<file path="src/rtl/seq_pkg.sv">
// seq_pkg: shared types and constants for the bit-stream sequence detector family.
package seq_pkg;

    localparam int SEQ_WORD_W = 8;

    typedef enum logic [0:0] {SER_IDLE, SER_SHIFT} ser_state_t;

endpackage

</file>
<file path="src/rtl/seq_bit_serializer.sv">
// seq_bit_serializer: parallel-to-serial front end feeding a detector's serial input.
// Words arrive over valid/ready; back-to-back words stream with no idle bit between them.
module seq_bit_serializer
    import seq_pkg::*;
#(
    parameter int WIDTH     = SEQ_WORD_W,
    parameter bit MSB_FIRST = 1'b1,
    parameter bit IDLE_BIT  = 1'b0
) (
    input  logic             clk,
    input  logic             reset,
    input  logic             load_valid,
    input  logic [WIDTH-1:0] load_data,
    output logic             load_ready,
    output logic             ser_out,
    output logic             ser_valid,
    output logic             done,
    output logic             busy
);

    localparam int            CW   = $clog2(WIDTH);
    localparam logic [CW-1:0] LAST = CW'(WIDTH - 1);

    ser_state_t       state, state_nxt;
    logic [WIDTH-1:0] sr, sr_nxt;
    logic [CW-1:0]    cnt, cnt_nxt;
    logic             last, accept;

    // The last-bit cycle doubles as a load slot so consecutive words abut.
    assign last       = (state == SER_SHIFT) && (cnt == LAST);
    assign load_ready = reset && ((state == SER_IDLE) || last);
    assign accept     = load_valid && load_ready;

    always_comb begin
        state_nxt = state;
        sr_nxt    = sr;
        cnt_nxt   = cnt;
        if (accept) begin
            state_nxt = SER_SHIFT;
            sr_nxt    = load_data;
            cnt_nxt   = '0;
        end else if (last) begin
            state_nxt = SER_IDLE;
            sr_nxt    = '0;
            cnt_nxt   = '0;
        end else if (state == SER_SHIFT) begin
            sr_nxt  = MSB_FIRST ? {sr[WIDTH-2:0], 1'b0} : {1'b0, sr[WIDTH-1:1]};
            cnt_nxt = cnt + 1'b1;
        end
    end

    always_ff @(posedge clk or negedge reset) begin
        if (!reset) begin
            state <= SER_IDLE;
            sr    <= '0;
            cnt   <= '0;
        end else begin
            state <= state_nxt;
            sr    <= sr_nxt;
            cnt   <= cnt_nxt;
        end
    end

    assign busy      = (state == SER_SHIFT);
    assign ser_valid = busy;
    assign done      = last;
    assign ser_out   = busy ? (MSB_FIRST ? sr[WIDTH-1] : sr[0]) : IDLE_BIT;

endmodule

</file>
<file path="config.mk">
export PLATFORM = sky130hd
export DESIGN_NAME = seq_bit_serializer
export DESIGN_NICKNAME = d
export VERILOG_FILES = /design/src/rtl/seq_pkg.sv /design/src/rtl/seq_bit_serializer.sv
export SDC_FILE = /design/constraint.sdc
export NUM_CORES = 1
export LEC_CHECK = 0
export CORE_AREA = 2 2 39 41
export CTS_BUF_LIST = sky130_fd_sc_hd__clkbuf_2 sky130_fd_sc_hd__clkbuf_4 sky130_fd_sc_hd__clkbuf_8
export DETAILED_ROUTE_END_ITERATION = 8
export DIE_AREA = 0 0 41 43
export GPL_TIMING_DRIVEN = 0
export HOLD_SLACK_MARGIN = 0.03
export PLACE_DENSITY = 0.74
export SLEW_MARGIN = 10
export SYNTH_ARGS = -nofsm -noshare
export SYNTH_HDL_FRONTEND = slang
export SYNTH_SLANG_ARGS = --single-unit
</file>
<file path="constraint.sdc">
create_clock -name clk -period 2 [get_ports clk]
set_clock_uncertainty 0.2 [all_clocks]
set_input_delay 0.2 -clock clk [delete_from_list [all_inputs] [get_ports clk]]
set_output_delay 0.2 -clock clk [all_outputs]
set_load 0.02 [all_outputs]
</file>
==> summary.txt <==
Outcome
  – Status: finished, final reports clean

Timing
  – Setup-failing EPs final: 0
  – Slew headroom: approximately three fifths
  – Final Hold Viols: 0
  – Tmin final: about 1.9 ns
  – Final WS setup: about 0.098 ns
  – Least-Margin Pin Slew: just over 0.6 ns
  – Crit share post-route: 95.09%
  – Final setup TNS: 0 ns
  – RSZ-0062 raised after global routing: no
  – Slew Limit Fails: 0
  – Peak Freq: around 0.53 GHz

Placement
  – Buffers on Ports: 15
  – HPWL after DPL: a little under 700 microns
  – DP Cell Count: slightly below 80
  – RePlAce Congestion: around 0.72
  – Pre-CTS setup slack: -0.3057 ns

Layout
  – Post-layout util: 56.24%
  – Nets@finish: 80
  – Filler instances: around 130
  – Final non-filler cell total: between 80 and 90
  – P&R area growth vs syn: 37.92%
  – Layout cell share with drive strength beyond 1: between 15 and 20%
  – Diodes inserted: 0

Logic synthesis
  – Simple-Gate Fraction of Synth Area: between 10% and 20%
  – Sequential area share after synthesis: between 50% and 60%
  – EDFF count, synth: 0
  – Adder-cell share of the synthesized area: ~4.4%
  – Most common cell in the netlist: dfrtp_1
  – Synth Area in Compound Gates: between 20% and 30%
  – Ys async rst share: 100.0%
  – Count of different cell masters after synthesis: 19
  – Post-synthesis mux area share: under 10%
  – Area share of the largest cell type after synthesis: between 50% and 60%
  – Avg Inst Size Synth: 12.01 sq um
  – Mapped Cells: 47
  – Synth Register Bits: 12
  – Top_reg_cell synth: dfrtp_1
  – Area leader, netlist: dfrtp_1
  – Syn_nets: 60
  – Warnings from Yosys: 0
  – Post-synth top cells: 12 x dfrtp_1, 7 x a21o_1, 7 x a22o_1
  – XOR/XNOR share of the synthesized area: 0%
  – Largest family of logic cells by synthesized area: compound AO/OA/AOI/OAI gates
  – Post-Synthesis Cell Area: 564.3 sq um
  – Synth area leaders: dfrtp_1 53%, a22o_1 11%, a21o_1 9.3%

Routing
  – Routed wire per std cell: roughly 11 microns
  – DRC Markers: 0
  – Post-Route WL: a little over 900 microns
  – Drt pass-1 iters: 4
  – Starting DRC count in detailed routing: 1
  – Vias: just over 400
  – Post-route ant nets: 0
  – Avg Vias per Cell: between 5 and 6

Global route
  – Met2 GRT Util: between 10% and 20%
  – Initial antenna violation count: 0
  – Met1 usage: between 10% and 20%
  – Met3 usage: around 3.1%
  – Global route overflow: 0
  – Global-route wire length before repair: around 1500 microns
  – Vias in the first global route: 375
  – Largest net degree at the start of global routing: 16
  – Total GRT Usage: roughly an eighth
  – Grt peak-use layer: met1

Floorplanning
  – Io pins: 16
  – Die width: between 40 and 50 microns
  – Initial Util: between 40% and 50%
  – Core area: 1384 sq um
  – Height of the die: about 43 microns
  – Rows: 14
  – Die area: between 1500 and 2000 sq um

Clock network
  – H-tree depth: 1
  – CTS Root Cell: clkbuf_4
  – Maximum clock path buffer count: 2
  – Worst-path clk slew: roughly 0.07 ns
  – TritonCTS clock tree: done
  – CTS Sinks: 12
  – Setup bufs post-CTS: 0
  – CTS Hold Buffers Added: 0
  – TritonCTS Buffers: 3
  – Worst-skew pair later-pin latency: ~0.26 ns

Worst setup path
  – Worst-path fanout max: 3
  – Setup Crit Path Kind: reg2out
  – Worst Setup End Kind: primary output
  – CP startpoint kind: flip-flop
  – CP arrival: approximately 1.5 ns
  – Critical Path RT: between 1.5 and 2 ns

Worst hold path
  – Hold Crit Class: in2async

Power
  – Leak: around 0.42 nW
  – Max VDD drop: 0.5823 mV
  – Pwr per Cell Area: 1292 nW/um^2
  – Power, Total: roughly 1.0 mW

Job
  – Max_cap viols: 0
worst max-delay path, stage by stage, from the launching register on:
cell	delay (ns)
dfrtp_1	0.39
ha_1	0.20
ha_1	0.20
nand2b_4	0.15
and2_1	0.14
buf_2	0.15
report_power, final:
group / switching (mW) / leakage [nW] / internal, mW
Sequential: 0.0624 / 0.154 / 0.337
Combinational: 0.188 / 0.245 / 0.235
Clock: 0.0723 / 0.0210 / 0.110
Total: 0.323 / 0.420 / 0.682
per-stage QoR:
| stage | instance area (sq um) | hold slack (ns) |
|---|---|---|
| finish | 778.2 | 0.1200 |
| global route | 778.2 | 0.1625 |
| CTS | 764.5 | 0.1238 |
| detailed placement | 734.5 | 0.3020 |
| global placement | 734.5 | 0.2929 |
| floorplan | 564.3 | -0.2956 |
flip-flops by register name, indices dropped and copies added (netlist names):
signal  flops
busy        1
cnt         3
sr          8
final cells by class:
type | count | area [sq um] | share of cell area, %
timing repair buffer | 15 | 145.1 | 18.65
tap | 16 | 20.02 | 2.572
inverter | 1 | 3.754 | 0.4823
sequential | 12 | 301.5 | 38.75
buffer | 2 | 18.77 | 2.412
clock buffer | 4 | 36.28 | 4.662
multi-input combinational | 32 | 252.7 | 32.48
routing by layer:
layer / vias up / wire [microns]
met5: - / 0
met4: 0 / 0
met3: 0 / 45
met2: 11 / 426
met1: 193 / 450
li1: 208 / -
what timing repair did:
action / 4_1_cts / 5_1_grt
endpoints found under the setup margin: 2 / 10
gates resized for setup: 5 / 4
pin swaps: 0 / 0
logic make-up (layout without fill, tap and decap cells):
family / Yosys count / after routing
AO/OA/AOI/OAI: 18 / 18
adder cells (fa/ha/maj): 2 / 2
multiplexers: 1 / 1
AND/OR/NAND/NOR: 11 / 11
flip-flops: 12 / 12
buffers and inverters: 3 / 22
path summary, 6_finish.rpt:
check,start,endpoint,slack (ns),cells past startpoint
min reg2reg,cnt[0]$_DFFE_PN0P_,cnt[0]$_DFFE_PN0P_,0.30,1
min in group clk,cnt[0]$_DFFE_PN0P_,cnt[0]$_DFFE_PN0P_,0.30,1
max reg2reg,cnt[0]$_DFFE_PN0P_,sr[0]$_DFFE_PN0P_,0.32,6
max in group asynchronous,reset,busy$_DFFE_PN0P_,1.05,1
max,cnt[0]$_DFFE_PN0P_,load_ready,0.1,5
min,reset,cnt[0]$_DFFE_PN0P_,0.12,1
cell usage in the layout, fill, tap and decap left out, types with 2 or more instances in the layout:
master	instances
clkdlybuf4s50_1	13
dfrtp_1	11
a22o_1	7
a21o_1	7
and2_1	3
nand2_1	3
clkbuf_4	3
ha_1	2
No activity file was read; power rests on OpenSTA's default activity.
